==> config.mk <==
export PLATFORM = sky130hd
export DESIGN_NAME = serial_adder_unit
export DESIGN_NICKNAME = d
export VERILOG_FILES = /design/src/rtl/serial_adder_pkg.sv /design/src/rtl/serial_adder_unit_digit_adder_chain.sv /design/src/rtl/serial_adder_unit.sv
export SDC_FILE = /design/constraint.sdc
export NUM_CORES = 1
export LEC_CHECK = 0
export ABC_AREA = 1
export CORE_MARGIN = 2
export CORE_UTILIZATION = 48
export DETAILED_ROUTE_END_ITERATION = 8
export PLACE_DENSITY = 0.76
export SYNTH_ARGS = -nofsm -noshare
export SYNTH_HDL_FRONTEND = slang
export SYNTH_SLANG_ARGS = --single-unit
==> constraint.sdc <==
create_clock -name Clock -period 2.5 [get_ports Clock]
set_clock_uncertainty 0.1 [all_clocks]
set_input_delay 0.5 -clock Clock [delete_from_list [all_inputs] [get_ports Clock]]
set_output_delay 0.5 -clock Clock [all_outputs]
set_load 0.05 [all_outputs]
==> src/rtl/serial_adder_pkg.sv <==
// Shared state and mode encodings for the bit-serial add/subtract engine.
package serial_adder_pkg;

    typedef enum logic [1:0] {
        IDLE = 2'd0,
        RUN  = 2'd1,
        DONE = 2'd2
    } state_t;

    localparam logic MODE_ADD = 1'b0;
    localparam logic MODE_SUB = 1'b1;

endpackage

==> src/rtl/serial_adder_unit_digit_adder_chain.sv <==
// DIGIT-stage ripple chain of 1-bit full adders; also exposes the carry into the top stage.
module digit_adder_chain #(
    parameter int DIGIT = 1
) (
    input  logic [DIGIT-1:0] a_i,
    input  logic [DIGIT-1:0] b_i,
    input  logic             c_i,
    output logic [DIGIT-1:0] s_o,
    output logic             c_o,
    output logic             c_top_o
);

    logic [DIGIT:0] c;

    assign c[0] = c_i;

    for (genvar i = 0; i < DIGIT; i++) begin : g_fa
        assign s_o[i]   = a_i[i] ^ b_i[i] ^ c[i];
        assign c[i+1]   = (a_i[i] & b_i[i]) | (c[i] & (a_i[i] ^ b_i[i]));
    end

    assign c_o     = c[DIGIT];
    assign c_top_o = c[DIGIT-1];

endmodule

==> src/rtl/serial_adder_unit.sv <==
// Bit-serial add/subtract engine, DIGIT bits per cycle, WIDTH/DIGIT cycles per operation.
// Define SERIAL_ADDER_OVERFLOW_EN to build the signed-overflow flag; otherwise oOverflow is 0.
module serial_adder_unit
    import serial_adder_pkg::*;
#(
    parameter int WIDTH = 16,
    parameter int DIGIT = 1
) (
    input  logic             Clock,
    input  logic             Reset,
    input  logic             iStart,
    input  logic             iSubtract,
    input  logic [WIDTH-1:0] iData_A,
    input  logic [WIDTH-1:0] iData_B,
    output logic             oBusy,
    output logic             oDone,
    output logic [WIDTH-1:0] oResult,
    output logic             oCarry,
    output logic             oOverflow
);

    localparam int N  = WIDTH / DIGIT;
    localparam int CW = ($clog2(N + 1) < 1) ? 1 : $clog2(N + 1);

    state_t           state_q, state_d;
    logic [WIDTH-1:0] sa_q, sa_d, sb_q, sb_d, sr_q, sr_d;
    logic             carry_q, carry_d;
    logic [CW-1:0]    cnt_q, cnt_d;
    logic [WIDTH-1:0] res_q, res_d;
    logic             cy_q, cy_d;

    logic [DIGIT-1:0] sum_digit;
    logic             chain_cout, chain_ctop;
    logic [WIDTH-1:0] sr_shift;
    logic             accept, last_step;

    digit_adder_chain #(.DIGIT(DIGIT)) u_chain (
        .a_i     (sa_q[DIGIT-1:0]),
        .b_i     (sb_q[DIGIT-1:0]),
        .c_i     (carry_q),
        .s_o     (sum_digit),
        .c_o     (chain_cout),
        .c_top_o (chain_ctop)
    );

    assign accept    = iStart && (state_q != RUN);
    assign last_step = (state_q == RUN) && (cnt_q == CW'(N - 1));
    // New digit enters at the MSB end so the LSB digit lands at bit 0 after N steps.
    assign sr_shift  = (sr_q >> DIGIT) | (WIDTH'(sum_digit) << (WIDTH - DIGIT));

    always_ff @(posedge Clock or posedge Reset) begin
        if (Reset) state_q <= IDLE;
        else       state_q <= state_d;
    end

    always_comb begin
        state_d = state_q;
        case (state_q)
            IDLE:    if (iStart) state_d = RUN;
            RUN:     if (last_step) state_d = DONE;
            DONE:    state_d = iStart ? RUN : IDLE;
            default: state_d = IDLE;
        endcase
    end

    always_comb begin
        oBusy = (state_q == RUN);
        oDone = (state_q == DONE);
    end

    always_comb begin
        sa_d    = sa_q;
        sb_d    = sb_q;
        sr_d    = sr_q;
        carry_d = carry_q;
        cnt_d   = cnt_q;
        res_d   = res_q;
        cy_d    = cy_q;
        if (accept) begin
            sa_d    = iData_A;
            sb_d    = (iSubtract == MODE_SUB) ? ~iData_B : iData_B;
            sr_d    = '0;
            carry_d = iSubtract;
            cnt_d   = '0;
        end else if (state_q == RUN) begin
            sa_d    = sa_q >> DIGIT;
            sb_d    = sb_q >> DIGIT;
            sr_d    = sr_shift;
            carry_d = chain_cout;
            cnt_d   = cnt_q + CW'(1);
        end
        if (last_step) begin
            res_d = sr_shift;
            cy_d  = chain_cout;
        end
    end

    always_ff @(posedge Clock or posedge Reset) begin
        if (Reset) begin
            sa_q    <= '0;
            sb_q    <= '0;
            sr_q    <= '0;
            carry_q <= 1'b0;
            cnt_q   <= '0;
            res_q   <= '0;
            cy_q    <= 1'b0;
        end else begin
            sa_q    <= sa_d;
            sb_q    <= sb_d;
            sr_q    <= sr_d;
            carry_q <= carry_d;
            cnt_q   <= cnt_d;
            res_q   <= res_d;
            cy_q    <= cy_d;
        end
    end

    assign oResult = res_q;
    assign oCarry  = cy_q;

`ifdef SERIAL_ADDER_OVERFLOW_EN
    logic ovf_q, ovf_d;

    always_comb begin
        ovf_d = ovf_q;
        if (last_step) ovf_d = chain_ctop ^ chain_cout;
    end

    always_ff @(posedge Clock or posedge Reset) begin
        if (Reset) ovf_q <= 1'b0;
        else       ovf_q <= ovf_d;
    end

    assign oOverflow = ovf_q;
`else
    wire unused_chain_ctop = chain_ctop;
    assign oOverflow = 1'b0;
`endif

endmodule

# [After elaboration in Yosys (flattened, before gate mapping)]
# Index checks and enable logic that the tools add are counted.
[totals] reg_bits=73 input_bits=36 output_inout_bits=20
[op_classes] add_sub_neg=1 eq_ne=6 n_mux=15 bitwise_logic=7 n_reduce_logical=5
[op_table] operator="$mux W16" n=7
[op_table] operator="$not A16 Y16" n=1
[op_table] operator="$or A15 B16 Y16" n=1
[op_table] operator="$mux W5" n=2
[op_table] operator="$pmux W2 S3" n=1
[op_table] operator="$add A5 B1 Y5 const B" n=1
[op_table] operator="$eq A5 B4 Y1 const B" n=1
[op_table] operator="$mux W2" n=2
[op_table] operator="$ne A2 B1 Y1 const B" n=2
[op_table] operator="$mux W1" n=3
[op_table] operator="$and A1 B1 Y1" n=2
[op_table] operator="$eq A2 B1 Y1 const B" n=1
[op_table] operator="$eq A2 B2 Y1 const B" n=1
[op_table] operator="$logic_and A1 B1 Y1" n=2
[op_table] operator="$logic_not A2 Y1" n=1
[op_table] operator="$ne A2 B2 Y1 const B" n=1
[op_table] operator="$reduce_and A2 Y1" n=1
[op_table] operator="$reduce_bool A2 Y1" n=1
[op_table] operator="$xor A1 B1 Y1" n=2
[op_table] operator="$or A1 B1 Y1" n=1

# [Longest topological paths before layout]
# Gate-level depths: netlist (run 1).
[depth] word_depth=5 ltp_mapped=8 mapped_depth_nobuf=8

# [By module]
# Synthesis (run 1) repeated with hierarchy kept, for this count alone.
[unflattened] cells_unflattened=390 area_unflattened_um2=3333.2
[by_module_without_submodules] mod="serial_adder_unit" n_inst=1 cells_each=388 area_each_um2=3305.7 seq_area_each_um2=1801.7
[by_module_without_submodules] mod="digit_adder_chain" n_inst=1 cells_each=2 area_each_um2=27.5 seq_area_each_um2=0.0

# [Least setup slack after synthesis (run 1)]
# OpenSTA, ideal clock, no wires.
[synth_path] path_kind="register to output" startpoint="reg state_q[1]" endpoint="out oDone" t_arrival_ns=1.159 t_required_ns=1.900 slack_ns=0.741 path_stages_with_launch=3 n_path_buf=0 cell_sequence="dfrtp_1 -> inv_2 -> nor2_1"
[synth_between] elab_chain_cells=1
[synth_lines] element="start, declared" line="serial_adder_unit.sv:25" source="state_t state_q, state_d;"
[synth_lines] element="start signal, assigned" line="serial_adder_unit.sv:53" source="else state_q <= state_d;"
[synth_lines] element="$eq A2 B2 Y1" line="serial_adder_unit.sv:68" source="oDone = (state_q == DONE);"
[synth_lines] element="end, declared" line="serial_adder_unit.sv:16" source="output logic oDone,"
# No other way between the ends.

# [Final worst setup path (run 1)]
# Ends and elaborated chain as after synthesis.

==> impl_metrics.env, run 1 <==
export IMPL_hold_class="register to register"
export IMPL_setup_tns_final_ns=0
export IMPL_reg2reg_slack_ns=0.73
export IMPL_critPathLaunchType="register"
export IMPL_met3_length_um=358
export IMPL_synthCells=390
export IMPL_initial_core_util=0.493
export IMPL_cp_required_ns=1.90
export IMPL_power_static_leakage_nw=2.04
export IMPL_fp_dieW_um=87.6
export IMPL_wl_met2_um=3100
export IMPL_synthTopCellsByArea="dfrtp_1, nand2_1, nand3_1, inv_1, o21ai_2"
export IMPL_power_density_mw_per_mm2=1150
export IMPL_cts_buffers=9
export IMPL_htreeDepth=3
export IMPL_drive_above_1_share=0.108
export IMPL_maxSlewViolCount=0
export IMPL_gp_congestion=0.771
export IMPL_crit_slowest_cell="clkdlybuf4s50_1"
export IMPL_critPathBufInv=2
export IMPL_drtIter0Drc=185
export IMPL_via_per_inst=5.00
export IMPL_syn_avg_cell_area_sq_um=8.59
export IMPL_num_vias=2704
export IMPL_syn_nets=429
export IMPL_worstReg2RegEnd="oCarry"
export IMPL_synth_seq_cells=72
export IMPL_setup_violations=0
export IMPL_die_h_um=87.6
export IMPL_ys_warn_count=0
export IMPL_grt_usage=0.186
export IMPL_clk_latency_ns=0.34
export IMPL_worst_setup_path_end_kind="output pin"
export IMPL_cts_tree="done"
export IMPL_hold_depth=2
export IMPL_crit_chain="inv_2, nor2_1, clkdlybuf4s50_1"
export IMPL_syn2layout_area_growth_pct=22.0
export IMPL_final_nets=479
export IMPL_fin_crit_ns=2.40
export IMPL_crit_type="register to output pin"
export IMPL_diodes=0
export IMPL_drv_cap=0
export IMPL_clockBufferDepth=2
export IMPL_root_buffer="clkbuf_8"
export IMPL_synth_cell_type_count=22
export IMPL_critPathMaxFanout=2
export IMPL_rsz0062_at_grt="no"
export IMPL_antenna_found_initial=0
export IMPL_r2r_start="cnt_q[0]"
export IMPL_drc=0
export IMPL_cts_sinks=72
export IMPL_slowest_delay_ns=0.81
export IMPL_hold_slack_ns=0.378
export IMPL_pre_cts_slack_ns=0.461
export IMPL_dpl_hpwl_um=4490
export IMPL_cp_startpoint="state_q[1]"
export IMPL_max_slew_worst_pin_slew_ns=0.589
export IMPL_routedWlPerCell_um=12.1
export IMPL_grt_pass1_vias=2443
export IMPL_cts_repair_resized=0
export IMPL_postRouteAntennaNets=0
export IMPL_slew_headroom=0.607
export IMPL_cts_hold_buf=0
export IMPL_synthesis_area_sq_mm=0.00335
export IMPL_die_area_sq_mm=0.00767
export IMPL_post_route_period_util=0.960
export IMPL_synth_top_cell_area_share=0.538
export IMPL_post_route_util=0.602
export IMPL_synth_top_cell_by_area="dfrtp_1"
export IMPL_cts_clk_slew_worst_paths_ns=0.07
export IMPL_fin_ws_ns=0.0996
export IMPL_crit_family="buffers and inverters"
export IMPL_status="complete, no violations"
export IMPL_r2r_cells=8
export IMPL_grt_max_degree=42
export IMPL_yosysSeqAreaShare=0.538
export IMPL_highest_layer="met4"
export IMPL_vdd_ir_drop_max_mv=0.602
export IMPL_endpoint="oDone"
export IMPL_postCtsSetupRepairBufs=0
export IMPL_drt_met1_wl_um=3030
export IMPL_first_pass_iters=4
export IMPL_gr_total_overflow=0
export IMPL_critPathArrivalTime_ns=1.80
export IMPL_wl_um=6570
export IMPL_rows=30
export IMPL_port_buffers=54
export IMPL_hold_viol_final=0
export IMPL_cp_depth=3
export IMPL_fmax_mhz=417
export IMPL_core_area_sq_mm=0.00679
export IMPL_pin_count=56
export IMPL_grt_pass1_wl_um=11100
-- power by group --
part           internal (W)  total (W)  switching [W]  leakage [nW]
logic              0.000695    0.00202        0.00132          1.04
clock network      0.000385   0.000794       0.000409        0.0834
registers           0.00164    0.00188       0.000244         0.910
total               0.00272    0.00469        0.00198          2.04
-- metrics by stage --
stage,total power (W),cells,area [sq um]
CTS,0.00472,541,4090
finish,0.00469,541,4090
floorplan,0.00342,390,3350
global placement,0.00386,525,3920
detailed placement,0.00393,525,3920
global route,0.00504,541,4090
-- sequential cells by signal, indices dropped and copies added (netlist names) --
name     cells
cnt_q        5
sa_q        16
oCarry       1
oResult     16
carry_q      1
sb_q        16
state_q      2
sr_q        15
-- logic make-up after synthesis --
kind of cell	Yosys count	synth area share
adders and majority gates	3	0.0134
other	1	0.00112
xor gates and xnor gates	1	0.00261
DFF	72	0.538
and+or+nand+nor	211	0.272
AOI/OAI and AO/OA	37	0.0795
buffers and inverters	65	0.0937
-- cell usage after synthesis, drive strengths merged --
library cell,instances
buf,22
ha,2
nand3,63
inv,42
dfrtp,72
fa,1
o22ai,17
xnor2,1
conb,1
a21oi,2
clkinv,1
o21ai,18
nor2,5
nand2,143
-- placed cells by master (no fill, tap or decap), drive strengths merged --
| cell | count |
|---|---|
| nand2 | 143 |
| clkinvlp | 1 |
| xnor2 | 1 |
| clkbuf | 13 |
| fa | 1 |
| dfrtp | 72 |
| conb | 1 |
| ha | 2 |
| nand3 | 63 |
| a21oi | 2 |
| o21ai | 18 |
| inv | 42 |
| buf | 8 |
| clkdlybuf4s50 | 53 |
| nor2 | 5 |
| clkinv | 3 |
| o22ai | 17 |
-- cell type report --
| type | count | area, sq um |
|---|---|---|
| Multi-Input combinational cell | 253 | 1240 |
| Timing Repair Buffer | 61 | 603 |
| Inverter | 43 | 163 |
| Sequential cell | 72 | 1800 |
| Clock buffer | 13 | 149 |
| Fill cell | 599 | 2700 |
| Tap cell | 96 | 120 |
| Clock inverter | 3 | 17.5 |
-- worst reg2reg max path, cell delays in order (launching register included) --
cell and delay, ns:
dfrtp_1 0.41, ha_1 0.22, nand2_1 0.09, nor2_1 0.05, ha_1 0.21, nand2_4 0.34, inv_1 0.12, nand2_1 0.07
nand2_1 0.05
-- routing by layer --
metal	global-route usage	vias to the layer above
met1	0.251	1271
met2	0.290	90
li1	-	1335
met5	0	-
met3	0.0537	8
met4	0.0643	0
-- how the worst min path moves through the flow --
stage / start / end / slack [ns]
6_report: oResult[2] / oResult[2] / 0.38
5_1_grt: oResult[11] / oResult[11] / 0.41
4_1_cts: oResult[2] / oResult[2] / 0.38
3_5_place_dp: oResult[2] / oResult[2] / 0.37
3_3_place_gp: oResult[2] / oResult[2] / 0.37
2_1_floorplan: sa_q[15] / sa_q[15] / 0.34
Note: power is estimated with default switching activity, not from simulation.
==> inputs of run 2 (changes only) <==
- CORE_UTILIZATION: 48 -> 43
- PLACE_DENSITY: 0.76 -> 0.69
==> impl_metrics.env, run 2 (synthesized netlist as in run 1, its figures left out) <==
export IMPL_syn2layout_area_growth_pct=23.5
export IMPL_wl_um=6500
export IMPL_drc=0
export IMPL_final_nets=479
export IMPL_die_h_um=92.3
export IMPL_fin_area_sq_mm=0.00414
export IMPL_cts_buffers=9
export IMPL_hold_slack_ns=0.375
export IMPL_slew_headroom=0.638
export IMPL_htreeDepth=3
export IMPL_cts_tree="done"
export IMPL_die_area_sq_mm=0.00852
export IMPL_fill_cells=703
export IMPL_postRouteAntennaNets=0
export IMPL_power_w=0.00491
export IMPL_layout_commonest_cell="nand2_1"
export IMPL_cts_repair_resized=0
export IMPL_initial_core_util=0.438
export IMPL_critPathMaxFanout=2
export IMPL_antenna_found_initial=0
export IMPL_post_route_period_util=0.979
export IMPL_grt_pass1_vias=2422
export IMPL_num_vias=2647
export IMPL_power_density_mw_per_mm2=1190
export IMPL_max_slew_worst_pin_slew_ns=0.544
export IMPL_vdd_ir_drop_max_mv=0.513
export IMPL_drive_above_1_share=0.112
export IMPL_crit_chain="inv_2, nor2_1, clkdlybuf4s50_1"
export IMPL_critPathLaunchType="register"
export IMPL_drv_cap=0
export IMPL_grt_max_degree=44
export IMPL_status="complete, no violations"
export IMPL_fmax_mhz=409
export IMPL_slowest_delay_ns=0.82
export IMPL_critPathBufInv=2
export IMPL_pin_count=56
export IMPL_hold_class="register to register"
export IMPL_fin_crit_ns=2.45
export IMPL_power_static_leakage_nw=2.05
export IMPL_rsz0062_at_grt="no"
export IMPL_setup_tns_final_ns=0
export IMPL_cp_required_ns=1.90
export IMPL_final_cell_mix="nand2_1, dfrtp_1, nand3_1"
export IMPL_post_dp_cell_area_sq_mm=0.00392
export IMPL_via_per_inst=4.84
export IMPL_crit_family="buffers and inverters"
export IMPL_postCtsSetupRepairBufs=0
export IMPL_critPathArrivalTime_ns=1.85
export IMPL_grt_pass1_wl_um=11300
export IMPL_core_area_sq_mm=0.00765
export IMPL_post_route_util=0.541
export IMPL_gp_congestion=0.757
export IMPL_maxSlewViolCount=0
export IMPL_crit_slowest_cell="clkdlybuf4s50_1"
export IMPL_cts_clk_slew_worst_paths_ns=0.07
export IMPL_port_buffers=54
export IMPL_routedWlPerCell_um=11.9
export IMPL_gr_total_overflow=0
export IMPL_cts_hold_buf=0
export IMPL_clk_latency_ns=0.34
export IMPL_crit_type="register to output pin"
export IMPL_first_pass_iters=4
export IMPL_reg2reg_slack_ns=0.71
export IMPL_rows=32
export IMPL_setup_violations=0
export IMPL_grt_usage=0.167
export IMPL_root_buffer="clkbuf_8"
export IMPL_worst_setup_path_end_kind="output pin"
export IMPL_dpl_hpwl_um=4330
export IMPL_clockBufferDepth=2
export IMPL_hold_viol_final=0
export IMPL_drtIter0Drc=124
export IMPL_fp_dieW_um=92.3
export IMPL_cts_sinks=72
export IMPL_diodes=0
-- run 2: cell count changes in the layout (fill, tap and decap cells not counted) --
cell,change
clkbuf_1,-2
clkinv_2,-1
bufinv_16,+2
buf_12,-1
buf_4,+1
clkinvlp_4,+1
-- run 2: per-stage QoR --
step | cells | setup slack [ns]
floorplan | 390 | 0.0751
global placement | 531 | 0.447
detailed placement | 531 | 0.421
CTS | 547 | 0.0465
global route | 547 | 0.000151
finish | 547 | 0.0536
-- run 2: worst register-to-register path, cell delays in order, from the launching register on --
cell     delay [ns]
dfrtp_1        0.42
ha_1           0.23
nand2_1        0.09
nor2_1         0.05
ha_1           0.21
nand2_4        0.34
inv_1          0.12
nand2_1        0.08
nand2_1        0.04
-- run 2: path summary, 6_finish.rpt --
path,depth (start not counted),to,startpoint
max,3,oDone,state_q[1]
min reg2reg,2,sa_q[15],sa_q[15]
max in group asynchronous,3,sa_q[15],Reset
max reg2reg,8,oCarry,cnt_q[0]
min,2,sa_q[15],sa_q[15]
min in group asynchronous,3,sr_q[4],Reset
-- run 2: layout make-up --
class / count / area, sq um / share of cell area
well taps: 102 / 128 / 0.0308
multi-input cells: 253 / 1240 / 0.299
repair buffers: 61 / 591 / 0.143
clock buffers: 11 / 141 / 0.0341
flip-flops and latches: 72 / 1800 / 0.435
inverters: 43 / 163 / 0.0393
clock inverters: 5 / 80.1 / 0.0193
-- run 2: routing by layer --
| layer | global-route usage | vias up | wire, um |
|---|---|---|---|
| li1 | - | 1334 | - |
| met1 | 0.233 | 1233 | 3100 |
| met2 | 0.256 | 68 | 2970 |
| met3 | 0.0325 | 12 | 313 |
| met4 | 0.0709 | 0 | 120 |
| met5 | 0 | - | 0 |
-- run 2: power breakdown --
part / switching (W) / internal, W
sequential: 0.000240 / 0.00164
combinational: 0.00132 / 0.000694
clock: 0.000433 / 0.000588
total: 0.00199 / 0.00292
